## src/rtl/alu_pkg.sv

```systemverilog
// Shared opcode, writeback-select and state definitions for the ALU
// operation sequencer, plus opcode classification helpers.
package alu_pkg;

    localparam logic [4:0] OP_ADD  = 5'b00000;
    localparam logic [4:0] OP_SUB  = 5'b00001;
    localparam logic [4:0] OP_MUL  = 5'b00010;
    localparam logic [4:0] OP_DIV  = 5'b00011;
    localparam logic [4:0] OP_AND  = 5'b00100;
    localparam logic [4:0] OP_OR   = 5'b00101;
    localparam logic [4:0] OP_SHR  = 5'b00110;
    localparam logic [4:0] OP_SHRA = 5'b00111;
    localparam logic [4:0] OP_SHL  = 5'b01000;
    localparam logic [4:0] OP_ROR  = 5'b01001;
    localparam logic [4:0] OP_ROL  = 5'b01011;
    localparam logic [4:0] OP_NEG  = 5'b01100;
    localparam logic [4:0] OP_NOT  = 5'b01101;

    localparam logic [1:0] WB_GPR = 2'd0;
    localparam logic [1:0] WB_LO  = 2'd1;
    localparam logic [1:0] WB_HI  = 2'd2;

    typedef enum logic [1:0] {
        S_IDLE,
        S_ISSUE,
        S_WB_LO,
        S_WB_HI
    } seq_state_t;

    // 01010 is a hole in the map; everything above 01101 is unused.
    function automatic logic is_legal_opcode(input logic [4:0] op);
        return (op <= OP_NOT) && (op != 5'b01010);
    endfunction

    function automatic logic is_two_word(input logic [4:0] op);
        return (op == OP_MUL) || (op == OP_DIV);
    endfunction

endpackage

```

## src/rtl/alu_op_sequencer_if.sv

```systemverilog
// Request, ALU-drive and writeback bundle for the ALU operation sequencer.
// master: sequencer side. slave: requester / ALU / register-file side.
interface alu_op_sequencer_if;

    logic        req_valid;
    logic        req_ready;
    logic [4:0]  req_opcode;
    logic [31:0] req_ra;
    logic [31:0] req_rb;
    logic [3:0]  req_dest;

    logic [31:0] alu_ra;
    logic [31:0] alu_rb;
    logic [4:0]  alu_opcode;
    logic [63:0] alu_rz;

    logic        wb_valid;
    logic        wb_ready;
    logic [1:0]  wb_sel;
    logic [3:0]  wb_dest;
    logic [31:0] wb_data;

    logic        busy;
    logic        err_div0;
    logic        err_illegal;

    modport master (
        input  req_valid, req_opcode, req_ra, req_rb, req_dest,
        output req_ready,
        output alu_ra, alu_rb, alu_opcode,
        input  alu_rz,
        output wb_valid, wb_sel, wb_dest, wb_data,
        input  wb_ready,
        output busy, err_div0, err_illegal
    );

    modport slave (
        output req_valid, req_opcode, req_ra, req_rb, req_dest,
        input  req_ready,
        input  alu_ra, alu_rb, alu_opcode,
        output alu_rz,
        input  wb_valid, wb_sel, wb_dest, wb_data,
        output wb_ready,
        input  busy, err_div0, err_illegal
    );

endinterface

```

## src/rtl/alu_op_sequencer.sv

```systemverilog
// Issues one op to an external combinational ALU, waits SETTLE_CYCLES,
// captures RZ and writes back one word (GPR) or two (LO then HI).
// Ports: clk, reset (sync, active-high), bus (alu_op_sequencer_if.master).
module alu_op_sequencer
    import alu_pkg::*;
#(
    parameter int SETTLE_CYCLES = 2
) (
    input  logic                   clk,
    input  logic                   reset,
    alu_op_sequencer_if.master     bus
);

    seq_state_t  state;
    logic [3:0]  cnt;
    logic [63:0] z;
    logic [3:0]  dest_q;
    logic        two_q;
    logic        div_q;
    logic        rdy_q;

    localparam logic [3:0] CNT_LAST = 4'(SETTLE_CYCLES - 1);

    // Gated with reset so the request port is closed during the reset cycle itself.
    assign bus.req_ready = rdy_q & ~reset;

    always_ff @(posedge clk) begin
        if (reset) begin
            state           <= S_IDLE;
            cnt             <= '0;
            z               <= '0;
            dest_q          <= '0;
            two_q           <= 1'b0;
            div_q           <= 1'b0;
            rdy_q           <= 1'b0;
            bus.alu_ra      <= '0;
            bus.alu_rb      <= '0;
            bus.alu_opcode  <= '0;
            bus.wb_valid    <= 1'b0;
            bus.wb_sel      <= WB_GPR;
            bus.wb_dest     <= '0;
            bus.wb_data     <= '0;
            bus.busy        <= 1'b0;
            bus.err_div0    <= 1'b0;
            bus.err_illegal <= 1'b0;
        end else begin
            bus.err_div0    <= 1'b0;
            bus.err_illegal <= 1'b0;
            unique case (state)
                S_IDLE: begin
                    rdy_q <= 1'b1;
                    if (bus.req_valid && rdy_q) begin
                        if (!is_legal_opcode(bus.req_opcode)) begin
                            bus.err_illegal <= 1'b1;
                        end else if (bus.req_opcode == OP_DIV &&
                                     bus.req_rb == '0) begin
                            bus.err_div0 <= 1'b1;
                        end else begin
                            bus.alu_ra     <= bus.req_ra;
                            bus.alu_rb     <= bus.req_rb;
                            bus.alu_opcode <= bus.req_opcode;
                            dest_q         <= bus.req_dest;
                            two_q          <= is_two_word(bus.req_opcode);
                            div_q          <= (bus.req_opcode == OP_DIV);
                            cnt            <= '0;
                            rdy_q          <= 1'b0;
                            bus.busy       <= 1'b1;
                            state          <= S_ISSUE;
                        end
                    end
                end
                S_ISSUE: begin
                    cnt <= cnt + 4'd1;
                    if (cnt == CNT_LAST) begin
                        z            <= bus.alu_rz;
                        bus.wb_valid <= 1'b1;
                        state        <= S_WB_LO;
                        if (two_q) begin
                            bus.wb_sel  <= WB_LO;
                            bus.wb_dest <= '0;
                            // Divider packs {quotient, remainder}; quotient goes first.
                            bus.wb_data <= div_q ? bus.alu_rz[63:32]
                                                 : bus.alu_rz[31:0];
                        end else begin
                            bus.wb_sel  <= WB_GPR;
                            bus.wb_dest <= dest_q;
                            bus.wb_data <= bus.alu_rz[31:0];
                        end
                    end
                end
                S_WB_LO: begin
                    if (bus.wb_ready) begin
                        if (two_q) begin
                            bus.wb_sel  <= WB_HI;
                            bus.wb_data <= div_q ? z[31:0] : z[63:32];
                            state       <= S_WB_HI;
                        end else begin
                            bus.wb_valid <= 1'b0;
                            bus.wb_sel   <= WB_GPR;
                            bus.wb_dest  <= '0;
                            bus.wb_data  <= '0;
                            bus.busy     <= 1'b0;
                            rdy_q        <= 1'b1;
                            state        <= S_IDLE;
                        end
                    end
                end
                S_WB_HI: begin
                    if (bus.wb_ready) begin
                        bus.wb_valid <= 1'b0;
                        bus.wb_sel   <= WB_GPR;
                        bus.wb_dest  <= '0;
                        bus.wb_data  <= '0;
                        bus.busy     <= 1'b0;
                        rdy_q        <= 1'b1;
                        state        <= S_IDLE;
                    end
                end
                default: state <= S_IDLE;
            endcase
        end
    end

endmodule

```

## src/flat_wrapper.sv

```systemverilog
// flat-port wrapper written by rule: the top's interface ports become plain ports
module alu_op_sequencer_flat import alu_pkg::*;
#(
    parameter int SETTLE_CYCLES = 2
)
  (clk, reset, bus_req_valid, bus_req_opcode, bus_req_ra, bus_req_rb, bus_req_dest, bus_req_ready, bus_alu_ra, bus_alu_rb, bus_alu_opcode, bus_alu_rz, bus_wb_valid, bus_wb_sel, bus_wb_dest, bus_wb_data, bus_wb_ready, bus_busy, bus_err_div0, bus_err_illegal);
  alu_op_sequencer_if bus_i ();
  input  logic clk;
  input  logic reset;
  input wire logic [$bits(bus_i.req_valid)-1:0] bus_req_valid;
  input wire logic [$bits(bus_i.req_opcode)-1:0] bus_req_opcode;
  input wire logic [$bits(bus_i.req_ra)-1:0] bus_req_ra;
  input wire logic [$bits(bus_i.req_rb)-1:0] bus_req_rb;
  input wire logic [$bits(bus_i.req_dest)-1:0] bus_req_dest;
  output wire logic [$bits(bus_i.req_ready)-1:0] bus_req_ready;
  output wire logic [$bits(bus_i.alu_ra)-1:0] bus_alu_ra;
  output wire logic [$bits(bus_i.alu_rb)-1:0] bus_alu_rb;
  output wire logic [$bits(bus_i.alu_opcode)-1:0] bus_alu_opcode;
  input wire logic [$bits(bus_i.alu_rz)-1:0] bus_alu_rz;
  output wire logic [$bits(bus_i.wb_valid)-1:0] bus_wb_valid;
  output wire logic [$bits(bus_i.wb_sel)-1:0] bus_wb_sel;
  output wire logic [$bits(bus_i.wb_dest)-1:0] bus_wb_dest;
  output wire logic [$bits(bus_i.wb_data)-1:0] bus_wb_data;
  input wire logic [$bits(bus_i.wb_ready)-1:0] bus_wb_ready;
  output wire logic [$bits(bus_i.busy)-1:0] bus_busy;
  output wire logic [$bits(bus_i.err_div0)-1:0] bus_err_div0;
  output wire logic [$bits(bus_i.err_illegal)-1:0] bus_err_illegal;
  assign bus_i.req_valid = bus_req_valid;
  assign bus_i.req_opcode = bus_req_opcode;
  assign bus_i.req_ra = bus_req_ra;
  assign bus_i.req_rb = bus_req_rb;
  assign bus_i.req_dest = bus_req_dest;
  assign bus_req_ready = bus_i.req_ready;
  assign bus_alu_ra = bus_i.alu_ra;
  assign bus_alu_rb = bus_i.alu_rb;
  assign bus_alu_opcode = bus_i.alu_opcode;
  assign bus_i.alu_rz = bus_alu_rz;
  assign bus_wb_valid = bus_i.wb_valid;
  assign bus_wb_sel = bus_i.wb_sel;
  assign bus_wb_dest = bus_i.wb_dest;
  assign bus_wb_data = bus_i.wb_data;
  assign bus_i.wb_ready = bus_wb_ready;
  assign bus_busy = bus_i.busy;
  assign bus_err_div0 = bus_i.err_div0;
  assign bus_err_illegal = bus_i.err_illegal;
  alu_op_sequencer #(.SETTLE_CYCLES(SETTLE_CYCLES)) u_core (.clk(clk), .reset(reset), .bus(bus_i));
endmodule
```

## config.mk

```make
export PLATFORM = sky130hd
export DESIGN_NAME = alu_op_sequencer_flat
export DESIGN_NICKNAME = d
export VERILOG_FILES = /design/src/rtl/alu_pkg.sv /design/src/rtl/alu_op_sequencer_if.sv /design/src/rtl/alu_op_sequencer.sv /design/src/flat_wrapper.sv
export SDC_FILE = /design/constraint.sdc
export NUM_CORES = 1
export LEC_CHECK = 0
export ABC_CLOCK_PERIOD_IN_PS = 3400
export BUFFER_PORTS_ARGS = -buffer_cell sky130_fd_sc_hd__buf_2
export CAP_MARGIN = 30
export CORE_MARGIN = 8
export CORE_UTILIZATION = 56
export CTS_CLUSTER_SIZE = 12
export DETAILED_ROUTE_END_ITERATION = 7
export MAX_ROUTING_LAYER = met4
export PLACE_DENSITY = 0.91
export RECOVER_POWER = 100
export SYNTH_ARGS = -nofsm -noshare
export SYNTH_HDL_FRONTEND = slang
export SYNTH_SLANG_ARGS = --single-unit
```

## constraint.sdc

```tcl
create_clock -name clk -period 3.4 [get_ports clk]
set_clock_uncertainty 0.1 [all_clocks]
set_input_delay 0.34 -clock clk [delete_from_list [all_inputs] [get_ports clk]]
set_output_delay 0.34 -clock clk [all_outputs]
set_load 0.02 [all_outputs]
```

## Word level (Yosys, flattened, before mapping)

Index checks and enable logic that the tools add are counted.

- Div/mod/pow operators: 0
- Reduce and logical (&&, ||, !) cells: 19
- Shift-type cells: 0
- Add/subtract/negate cells: 1
- Magnitude comparators: 1
- $mul: 0
- Muxes and demuxes: 48
- Bitwise gates (word level): 6
- Eq/ne operators: 14

Operators by type and width:

| operator | number |
|---|---|
| 32-bit two-way mux | 7 |
| 32-bit case mux with 3 select lines | 1 |
| 32-bit zero test | 1 |
| 4-bit two-way mux | 8 |
| 2-bit two-way mux | 10 |
| 4-bit AND reduction | 4 |
| 1-bit two-way mux | 15 |
| 4-bit case mux with 3 select lines | 1 |
| 5-bit by 2-bit == test with 1-bit output (second input constant) | 2 |
| 1-bit case mux with 3 select lines | 3 |
| 2-bit != test (second input constant) | 4 |
| 2-bit case mux with 4 select lines | 1 |
| 4-bit case mux with 2 select lines | 1 |
| 7-bit AND reduction | 1 |
| 2-bit by 1-bit != test with 1-bit output (second input constant) | 3 |
| 2-bit case mux with 3 select lines | 1 |
| 6-bit AND reduction | 1 |
| 3-bit nonzero test | 2 |
| 5-bit by 4-bit less-or-equal comparator with 1-bit output (second input constant) | 1 |
| 5-bit by 4-bit != test with 1-bit output (second input constant) | 1 |
| 1-bit inverter | 5 |
| 5-bit AND reduction | 1 |
| 4-bit by 1-bit adder with 4-bit output (second input constant) | 1 |
| 2-bit == test (second input constant) | 2 |
| 10 further kinds | 12 |

- Latch bits: 0
- Memory bits (read-only): 0
- Bits in registers: 188
- Logic and storage cells: 106
- Memories kept: 0
- RAM bits: 0
- Output and inout port bits: 112

## Longest topological paths before layout

Gate-level depths: netlist (run 1).

- Depth in word-level cells: 6
- Gate-level depth with buffers: 8

## Least setup slack after synthesis (run 1)

OpenSTA, ideal clock, no wires.

- Kind: reg-to-reg
- Start: register u_core.div_q
- End: register u_core.bus.wb_data[10]
- Slack: 1.646 ns
- Arrival: 1.526 ns
- Cell stages (with the launch flop): 6
- Data required time: 3.172 ns
- Path through: dfxtp_1 clkbuf_1 clkbuf_1 mux2_2 a221oi_1 nor2_1

- Word-level cells in the longest chain between the ends: 4
- Elaborated cells on any way between the ends: 7
- Those cells by class: 7 x mux

Ends and longest elaborated chain:

| element | line | source |
|---|---|---|
| start, declared | alu_op_sequencer.sv:19 | `logic div_q;` |
| start signal, assigned | alu_op_sequencer.sv:64 | `div_q <= (bus.req_opcode == OP_DIV);` |
| 32-bit two-way mux, on equally long branches | alu_op_sequencer.sv:95, alu_op_sequencer.sv:82 |  |
| 32-bit two-way mux, on equally long branches | alu_op_sequencer.sv:93, alu_op_sequencer.sv:78 |  |
| 32-bit two-way mux, on equally long branches | alu_op_sequencer.sv:92, alu_op_sequencer.sv:74 |  |
| 32-bit case mux with 3 select lines * | alu_op_sequencer.sv:49 | `unique case (state)` |
| end signal, assigned | alu_op_sequencer.sv:82 | `bus.wb_data <= div_q ? bus.alu_rz[63:32]` |
| end signal, assigned | alu_op_sequencer.sv:87 | `bus.wb_data <= bus.alu_rz[31:0];` |
| end signal, assigned | alu_op_sequencer.sv:95 | `bus.wb_data <= div_q ? z[31:0] : z[63:32];` |
| end, declared | alu_op_sequencer_if.sv:32 | `output wb_valid, wb_sel, wb_dest, wb_data,` |

Mark *: on every way between the ends. The rest lies on a longest branch, timed or not. The select of a mux whose other input is x is not followed.
A chain may end at the register's enable or synchronous reset.

## Worst setup path in the final report (run 1)

- Start: register u_core.state[0]
- End: register u_core.z[14]

- Word-level cells in the longest chain between the ends: 2

Ends and longest elaborated chain:

| element | line | source |
|---|---|---|
| start, declared | alu_op_sequencer.sv:14 | `seq_state_t state;` |
| start signal, assigned | alu_op_sequencer.sv:29 | `state <= S_IDLE;` |
| start signal, assigned | alu_op_sequencer.sv:68 | `state <= S_ISSUE;` |
| start signal, assigned | alu_op_sequencer.sv:77 | `state <= S_WB_LO;` |
| 2-bit by 1-bit == test with 1-bit output | alu_op_sequencer.sv:49 |  |
| 2-bit AND reduction (no source line) | -- |  |
| end signal, assigned | alu_op_sequencer.sv:75 | `z <= bus.alu_rz;` |
| end, declared | alu_op_sequencer.sv:16 | `logic [63:0] z;` |

Every way passes these cells.

==> results of run 1 <==
==> through the flow <==
| step | hold slack, ns | total power [W] | std cells | area [um^2] | worst slack [ns] |
|---|---|---|---|---|---|
| after floorplan | 0.333 | 0.00256 | 1017 | 8500 | 1.65 |
| after global placement | 0.339 | 0.00275 | 1382 | 9740 | 0.990 |
| after detailed placement | 0.346 | 0.00276 | 1383 | 9760 | 0.898 |
| after CTS | 0.0463 | 0.00455 | 1415 | 10300 | 0.939 |
| after global routing | 0.0514 | 0.00468 | 1417 | 10100 | 0.391 |
| final | 0.0617 | 0.00453 | 1417 | 10100 | 0.640 |
==> worst max-delay path, delay by kind of cell (launching register included) <==
kind / cells / cell delay [ns]
flip-flops: 1 / 0.50
buffers and inverters: 1 / 0.71
AND/OR/NAND/NOR: 3 / 1.22
AO/OA/AOI/OAI: 1 / 0.15
==> registers in the layout (all words and copies together) (netlist names), 2 cells and up <==
name / count
u_core.state: 2
u_core.bus.alu_opcode: 5
u_core.bus.wb_data: 32
u_core.bus.wb_dest: 4
u_core.bus.wb_sel: 2
u_core.z: 64
u_core.bus.alu_ra: 32
u_core.cnt: 4
u_core.bus.alu_rb: 32
u_core.dest_q: 4
==> power groups by stage <==
stage	logic [W]	registers (W)	clock network [W]
floorplan	0.000203	0.00236	0
global route	0.000462	0.00228	0.00193
finish	0.000424	0.00228	0.00182
global placement	0.000421	0.00233	0
CTS	0.000432	0.00228	0.00184
detailed placement	0.000429	0.00233	0
==> per-layer routing <==
| layer | global-route usage, % | share of wire, % | routed length, um | up-vias |
|---|---|---|---|---|
| met3 | 7.61 | 9.2 | 2290 | 56 |
| met5 | - | 0 | 0 | - |
| li1 | - | - | - | 3910 |
| met1 | 28.4 | 39 | 9710 | 3814 |
| met2 | 41.6 | 49 | 12200 | 431 |
| met4 | 12.8 | 3.2 | 790 | 0 |
==> worst paths after layout <==
path                            slack (ns)      endpoint  depth (start not counted)       startpoint
worst max-delay path                  0.64  u_core.z[14]                          5  u_core.state[0]
worst min-delay path                  0.06  u_core.z[59]                          3   bus_alu_rz[59]
worst max register to register        0.64  u_core.z[14]                          5  u_core.state[0]
worst min register to register        0.35   u_core.z[4]                          2      u_core.z[4]
==> cells in the mapped netlist, types with 2 or more instances <==
cell	n	share of area, %
a21oi_1	72	4.2
a221oi_1	32	3.3
a22o_1	4	0.41
and3_1	2	0.15
buf_2	22	1.3
buf_6	7	0.93
clkbuf_1	58	2.6
dfxtp_1	188	44
ha_1	2	0.29
inv_1	3	0.13
mux2_2	32	4.2
mux2i_1	33	3.9
nand2_1	142	6.3
nand2b_1	74	5.4
nand3_1	3	0.18
nand4_1	6	0.44
nor2_1	42	1.9
nor2b_1	73	5.4
nor3_1	38	2.2
nor4_1	14	1.0
o21ai_0	130	7.7
o21ai_1	15	0.88
o22ai_1	2	0.15
xor2_1	2	0.21
==> area by class of cell <==
class                           instances  area share, %
Clock inverter                         10          0.642
Timing Repair Buffer                  266           12.4
Clock buffer                           22           4.68
Sequential cell                       188           37.1
Inverter                                3          0.111
Tap cell                              188           2.32
Multi-Input combinational cell        738           42.7
Antenna cell                            2         0.0493
==> cell families (layout without fill, tap and decap cells) <==
group	after synthesis	count (layout)	synth area share [%]
multiplexers	65	65	8.13
adder cells (fa/ha/maj)	2	2	0.294
other	0	2	0
XOR/XNOR	2	2	0.206
flip-flops	188	188	44.3
AO/OA/AOI/OAI	263	263	17.6
AND/OR/NAND/NOR	406	406	24.5
buffers and inverters	91	301	4.96
==> impl_metrics.yaml, run 1 <==
final_layout:
  final_cell_mix: "dfxtp_1 (188), o21ai_0 (143), nand2_1 (142), buf_2 (140), clkbuf_1 (113)"
  fillers: 1228
  layout.nets: 1357
  multiInputGateArea_um2: 4330
  layout-drive-gt1-share_pct: 18.7
  area_growth_pct: 19.3
  fin_util_pct: 67.5
  final_common_cell: "dfxtp_1"
  regArea_um2: 3760
route:
  wire_per_inst_um: 17.6
  via_per_inst: 5.79
  drt-initial-drc-count: 577
  drt-total-wl_mm: 25.0
  drc_errors: 0
  num_vias: 8211
  first_pass_iters: 5
  ant_nets: 0
setup_path:
  crit_required_ns: 3.65
  worstSetupPathType: "reg2reg"
  worstPathMaxFanout: 38
  path_cells: "nor2b_1 > and3_2 > clkbuf_2 > nand2_1 > a21oi_1"
  crit_path_max_incr_delay_ns: 0.71
  cp_slowest_cell: "clkbuf_2"
  crit_arrival_ns: 3.01
  endpoint_kind: "flop"
  critPathLaunchType: "flop"
floorplan:
  die_area_um2: 19400
  initial_utilization_pct: 56.5
  fp-row-count: 45
  coreArea_um2: 15000
  die_h_um: 139
  io_pins: 253
  die_w_um: 139
sta:
  period_share_pct: 81.2
  fmax_mhz: 362
  min_period_ns: 2.76
  finalSetupTns_ns: 0
  hold_viol_final: 0
  slew-limit-headroom_pct: -46.3
  worst_slew_pin_slew_ns: 2.19
  final_max_slew_viol_count: 132
  setup_viol: 0
  grt_setup_unrepaired: "false"
synthesis:
  syn_avg_cell_area_um2: 8.36
  synthCells: 1017
  yosysWarnings: 0
  synth_edf_count: 0
  syn-num-nets: 1160
  async_flop_share_pct: 0
  ys.flop_type: "dfxtp_1"
  ys_ff_latch: 188
  synth_area_um2: 8500
  seq_area_frac_synth_pct: 44.3
  synth_cell_types: 45
clocking:
  cts_max_level: 4
  cts_tree: "yes"
  clk_latency_ns: 0.42
  cts-root-buf: "clkbuf_16"
  hold_buffers: 0
  clockBufferDepth: 2
  ctsResizeCount: 0
  clkSlewWorstSetupHoldPaths_ns: 0.07
  clock_sinks: 188
  cts_made_buffers: 17
  post_cts_buffers: 0
pwr:
  power.clock.fraction_pct: 40.2
  seq_power_share_pct: 50.4
  power_density_nw_per_um2: 446
  max-vdd-ir-drop_mv: 0.361
  power_frac_comb_pct: 9.4
  swShare_pct: 24.8
  p_sw_w: 0.00112
  internal-power_w: 0.00340
  p_leak_nw: 3.97
global_route:
  grt_max_degree: 133
  gr-usage-all-layers_pct: 25.7
  antenna_found_initial: 2
  globalRoute.totalOverflow: 0
  grt_pass1_wl_mm: 39.8
  grt_pass1_vias: 8136
placement:
  place_congestion: 0.844
  hpwlAfterDp_mm: 17.0
  io_buffers: 252
run:
  max_cap_viol_count: 1
hold_path:
  min_path_type: "in2reg"
outcome:
  failed_checks: "capacitance limit, slew limit"
  outcome: "finished with violations"
Note: power is estimated with default switching activity, not from simulation.
==> run 2, diff against run 1 <==
ABC_CLOCK_PERIOD_IN_PS = 2360   (was 3400)
CORE_UTILIZATION = 47   (was 56)
PLACE_DENSITY = 0.82   (was 0.91)
clock period = 2.36 ns   (was 3.4 ns; I/O delays follow)
==> run 2 against run 1 <==
Against the previous run:
- the run now ends clean
- non-clock buffer count grew 129
- largest power group unchanged
- highest routed layer unchanged
- first-iteration DRC count grew 12%
- critical endpoint is now u_core.bus.alu_ra[29]
- total power grew 54%
- sequential cell count is the same
- routed wire length grew 16%
- hold slack worse by 0.044 ns
- sequential share of layout area is 4.6 points lower
- clock power increased by 60%
==> impl_metrics.yaml, run 2 (synthesis results as in run 1) <==
floorplan:
  die_area_um2: 22600
  die_h_um: 150
  io_pins: 253
  initial_utilization_pct: 47.6
  fp-row-count: 49
  die_w_um: 150
  coreArea_um2: 17800
setup_path:
  r2r_start: "u_core.rdy_q"
  critical_path_cell_count: 8
  worstSetupPathType: "in2reg"
  worstPathMaxFanout: 51
  worstReg2RegEnd: "u_core.bus.alu_ra[29]"
  reg2reg_depth: 6
  path_cells: "dlygate4sd3_1 > clkbuf_1 > nor4_1 > nand4_1 > nor3_4 > buf_12 > o21ai_0 > o21ai_1"
  critPathLaunchType: "input port"
  crit_buf_inv: 3
  crit_arrival_ns: 2.58
  endpoint_kind: "flop"
  r2r_slack_ns: 0.19
  crit_path_max_incr_delay_ns: 0.54
  worstSetupEndpoint: "u_core.bus.alu_ra[29]"
  crit_required_ns: 2.61
  cp-startpoint: "bus_req_rb[22]"
  cp_top_family: "simple AND/OR/NAND/NOR gates"
  cp_slowest_cell: "dlygate4sd3_1"
pwr:
  swShare_pct: 26.5
  p_total_w: 0.00699
  max-vdd-ir-drop_mv: 0.482
  power_frac_comb_pct: 11.5
  internal-power_w: 0.00514
  seq_power_share_pct: 47.0
  p_sw_w: 0.00185
  power.clock.fraction_pct: 41.6
  p_leak_nw: 4.54
  power_density_nw_per_um2: 604
clocking:
  cts_tree: "yes"
  cts_made_buffers: 17
  clk_latency_ns: 0.43
  clkSlewWorstSetupHoldPaths_ns: 0.08
  cts-root-buf: "clkbuf_16"
  cts_max_level: 4
  clockBufferDepth: 2
  clock_sinks: 188
sta:
  period_share_pct: 98.7
  fmax_mhz: 429
  hold_viol_final: 0
  slew-limit-headroom_pct: 48.5
  grt_setup_unrepaired: "false"
  worst_slew_pin_slew_ns: 0.773
  finalSetupTns_ns: 0
  final_max_slew_viol_count: 0
  setup_viol: 0
  min_period_ns: 2.33
  setup_slack_ns: 0.0300
final_layout:
  largest_reg_flops: 64
  layout-drive-gt1-share_pct: 17.3
  final_cell_mix: "dfxtp_1 (187), nand2_1 (141), o21ai_0 (141), buf_2 (138), dlygate4sd3_1 (124)"
  area_growth_pct: 36.2
  largest_register: "u_core.z"
  final_common_cell: "dfxtp_1"
  layout.nets: 1486
  fillers: 1412
route:
  ant_nets: 0
  wire_per_inst_um: 18.3
  drt-initial-drc-count: 649
  via_per_inst: 5.57
  drc_errors: 0
  first_pass_iters: 5
  drt-total-wl_mm: 29.0
  num_vias: 8842
global_route:
  grt_pass1_vias: 8815
  grt_pass1_wl_mm: 45.0
  antenna_found_initial: 1
  gr-usage-all-layers_pct: 25.5
  globalRoute.totalOverflow: 0
  grt_max_degree: 103
run:
  max_cap_viol_count: 0
placement:
  io_buffers: 252
  hpwlAfterDp_mm: 16.8
  place_congestion: 0.853
  pre_cts_slack_ns: 0.325
outcome:
  outcome: "complete, no violations"
hold_path:
  min_path_type: "in2reg"
[run 2: changes by cell type in the layout (fill, tap and decap cells not counted), sizes merged]
cell         delta
dlygate4sd3   +124
inv             +5
clkinvlp        -3
buf             +1
bufinv          +1
clkinv          +1
[run 2: area by class of cell]
cell class | count | area (um^2) | share of cell area [%]
diodes | 2 | 5.00 | 0.0432
flip-flops and latches | 188 | 3760 | 32.5
inverters | 3 | 11.3 | 0.0972
repair buffers | 395 | 2580 | 22.3
clock buffers | 18 | 429 | 3.71
clock inverters | 14 | 175 | 1.51
multi-input cells | 738 | 4330 | 37.4
well taps | 229 | 287 | 2.47
[run 2: worst min-delay path by stage]
stage | from | end | cells past startpoint | slack [ns]
2_1_floorplan | bus_alu_rz[0] | u_core.z[0] | 2 | 0.27
3_3_place_gp | u_core.z[7] | u_core.z[7] | 2 | 0.34
3_5_place_dp | u_core.z[14] | u_core.z[14] | 2 | 0.35
4_1_cts | bus_req_rb[15] | u_core.bus.alu_rb[15] | 3 | 0.002
5_1_grt | bus_req_rb[15] | u_core.bus.alu_rb[15] | 3 | 0.008
6_report | bus_req_rb[15] | u_core.bus.alu_rb[15] | 3 | 0.02
[run 2: routing by layer]
metal / wire [um] / GRT usage (%) / up-vias
li1: - / - / 4155
met1: 11300 / 28.9 / 4092
met2: 14100 / 42.1 / 531
met3: 2830 / 7.03 / 64
met4: 767 / 9.80 / 0
met5: 0 / - / -
[run 2: what timing repair did]
action	CTS	global route
buffers inserted	0	0
gates resized for setup	0	1
endpoints found under the hold margin	124	0
setup endpoints to repair	0	6
hold buffers	124	0
[run 2: tightest hold or removal path, stage by stage]
cell,delay [ns]
buf_2,0.12
nand2b_1,0.06
o21ai_0,0.07
[run 2: power by group through the flow]
| stage | clock [W] | combinational (W) | sequential (W) |
|---|---|---|---|
| after CTS | 0.00296 | 0.000794 | 0.00328 |
| after floorplan | 0 | 0.000293 | 0.00340 |
| final | 0.00291 | 0.000802 | 0.00328 |
| after global placement | 0 | 0.000627 | 0.00335 |
| after global routing | 0.00308 | 0.000858 | 0.00329 |
| after detailed placement | 0 | 0.000634 | 0.00335 |
[run 2: per-stage QoR]
stage	cells	util [%]	hold slack [ns]	area (um^2)
2_1_floorplan	1017	-	0.272	8500
3_3_place_gp	1429	55.6	0.338	9920
3_5_place_dp	1429	55.6	0.346	9920
4_1_cts	1585	66.0	0.00185	11800
5_1_grt	1586	64.9	0.00760	11600
6_report	1587	64.9	0.0177	11600
==> run 3, diff against run 2 <==
ABC_AREA = 1   (was default)
CORE_UTILIZATION = 46   (was 47)
PLACE_DENSITY = 0.81   (was 0.82)
==> run 3 against run 2 <==
Against the previous run:
- fmax rose by 5.5%
- sequential power rose by 14%
- global-route usage decreased by 0.35 points
- critical path type unchanged
- via count rose by 2.2%
- utilization fell by 1.4 points
- routed wire length shrank 5.1%
- synthesized area fell by 6.1%
- sequential share of layout area rose by 2.1 points
- total power increased by 26%
- design area down 6.1%
- critical path depth grew 3
==> impl_metrics.yaml, run 3 <==
outcome:
  outcome: "complete, no violations"
setup_path:
  endpoint_kind: "flop"
  path_cells: "dlygate4sd3_1 > buf_2 > nor2_1 > nand2_1 > nor2_1 > nand2_1 > nor2_1 > nand2_2 > buf_4 > nand4_1 > a21oi_1"
  critPathLaunchType: "input port"
  cp_slowest_cell: "buf_4"
  worstPathMaxFanout: 73
  crit_required_ns: 2.59
  worstSetupPathType: "in2reg"
  crit_path_max_incr_delay_ns: 0.57
  crit_arrival_ns: 2.44
  cpMostUsedCell: "nor2_1"
run:
  max_cap_viol_count: 0
synthesis:
  synth_top_area_share_pct: 47.1
  synth_cell_types: 27
  async_flop_share_pct: 0
  synth_most_common_cell: "nand2_1"
  synthTopCellsByCount: "nand2_1 (213), nor2_1 (192), dfxtp_1 (188)"
  yosysWarnings: 0
  ys.flop_type: "dfxtp_1"
  synth_area_leaders: "dfxtp_1 (47%), nand2_1 (10%), nor2_1 (9.0%)"
  syn_avg_cell_area_um2: 7.23
  ys_ff_latch: 188
  yosysTopAreaCell: "dfxtp_1"
  synth_area_um2: 7980
  seq_area_frac_synth_pct: 47.1
  syn-num-nets: 1247
  synthCells: 1104
  synth_edf_count: 0
global_route:
  antenna_found_initial: 0
  grt_max_degree: 83
  grt_pass1_wl_mm: 44.2
  grt_pass1_vias: 8913
  gr-usage-all-layers_pct: 25.1
  globalRoute.totalOverflow: 0
floorplan:
  fp-row-count: 48
  io_pins: 253
  die_h_um: 148
  die_area_um2: 21800
  coreArea_um2: 17100
  die_w_um: 148
  initial_utilization_pct: 46.6
route:
  drt-initial-drc-count: 745
  drc_errors: 0
  wire_per_inst_um: 16.7
  ant_nets: 0
  first_pass_iters: 5
  num_vias: 9036
  via_per_inst: 5.47
  drt-total-wl_mm: 27.5
final_layout:
  final_common_cell: "nand2_1"
  layout.nets: 1554
  largest_reg_flops: 64
  layout.cells.non_filler: 1651
  largest_register: "u_core.z"
  layout-drive-gt1-share_pct: 14.1
  final_cell_mix: "nand2_1 (214), nor2_1 (191), dfxtp_1 (188), buf_2 (138), o21ai_0 (116)"
  area_growth_pct: 36.1
clocking:
  cts-root-buf: "clkbuf_16"
  clock_sinks: 188
  cts_tree: "yes"
  post_cts_buffers: 0
  clkSlewWorstSetupHoldPaths_ns: 0.08
  clk_latency_ns: 0.43
  cts_max_level: 4
  cts_made_buffers: 17
  clockBufferDepth: 2
placement:
  dp.cells: 1511
  io_buffers: 252
  hpwlAfterDp_mm: 17.1
  place_congestion: 0.844
  pre_cts_slack_ns: 0.307
hold_path:
  min_path_type: "in2reg"
sta:
  min_period_ns: 2.21
  fmax_mhz: 453
  final_max_slew_viol_count: 0
  worst_slew_pin_slew_ns: 0.816
  finalHoldWorstSlack_ns: 0.0117
  period_share_pct: 93.5
  slew-limit-headroom_pct: 45.4
  hold_viol_final: 0
  setup_slack_ns: 0.152
  setup_viol: 0
  grt_setup_unrepaired: "false"
  finalSetupTns_ns: 0
pwr:
  p_leak_nw: 4.19
  max-vdd-ir-drop_mv: 0.519
  power_density_nw_per_um2: 808
  p_total_w: 0.00878
==> run 3: changes by cell type in the layout (fill, tap and decap cells not counted), moves of 33 or more <==
cell      change
nand4_1      +69
a21oi_1      +37
nand2_1      +73
nor2b_1      -73
nor2_1      +150
inv_1        +35
mux2i_1      -33
nand2b_1     -74
nor3_1       -38
==> run 3: worst paths after layout <==
check,startpoint,to,slack [ns],cells past startpoint
setup / recovery,bus_req_rb[13],u_core.bus.alu_ra[12],0.15,11
hold / removal,bus_alu_rz[61],u_core.z[61],0.01,3
setup reg to reg,u_core.state[1],u_core.bus.alu_ra[12],0.25,4
hold reg to reg,u_core.z[36],u_core.z[36],0.35,2
==> run 3: power breakdown <==
group	switching [W]	total, W	leakage [nW]	internal (W)
registers	0.000198	0.00373	1.52	0.00353
logic	0.00143	0.00217	2.40	0.000740
clock network	0.00136	0.00289	0.278	0.00153
total	0.00298	0.00878	4.19	0.00580
==> run 3: cell families (layout without fill, tap and decap cells) <==
family,after synthesis,in the layout,share of synthesized area (%)
AO/OA/AOI/OAI,279,279,18.9
other,0,2,0
flip-flops,188,188,47.1
buffers and inverters,134,454,7.16
AND/OR/NAND/NOR,501,501,26.5
adder cells (fa/ha/maj),2,2,0.313
==> run 3: through the flow <==
step	utilization, %	area [um^2]
global placement	54.9	9390
floorplan	-	7980
finish	63.5	10900
detailed placement	54.9	9390
CTS	64.5	11000
global route	63.5	10900
==> run 3: final cells by class <==
cell class                      count  area (um^2)
Multi-Input combinational cell    782         3650
Inverter                           42          158
Timing Repair Buffer              380         2420
Clock buffer                       18          439
Fill cell                        1480         6250
Sequential cell                   188         3760
Antenna cell                        2         5.00
Clock inverter                     14          149
Tap cell                          225          282
==> run 3: worst max-delay path, delay by kind of cell <==
kind / cells / cell delay [ns]
AND/OR/NAND/NOR: 7 / 0.63
buffers and inverters: 3 / 1.25
AO/OA/AOI/OAI: 1 / 0.31
==> run 3: layer usage <==
layer	part of all wire (%)	track usage, %
met1	39	28.6
met2	49	40.6
met3	7.8	6.66
met4	3.9	12.1
met5	0	-
==> run 3: repair_timing <==
item	in CTS	in global routing
hold buffers	106	0
hold endpoints to repair	106	0
gates resized for setup	0	0
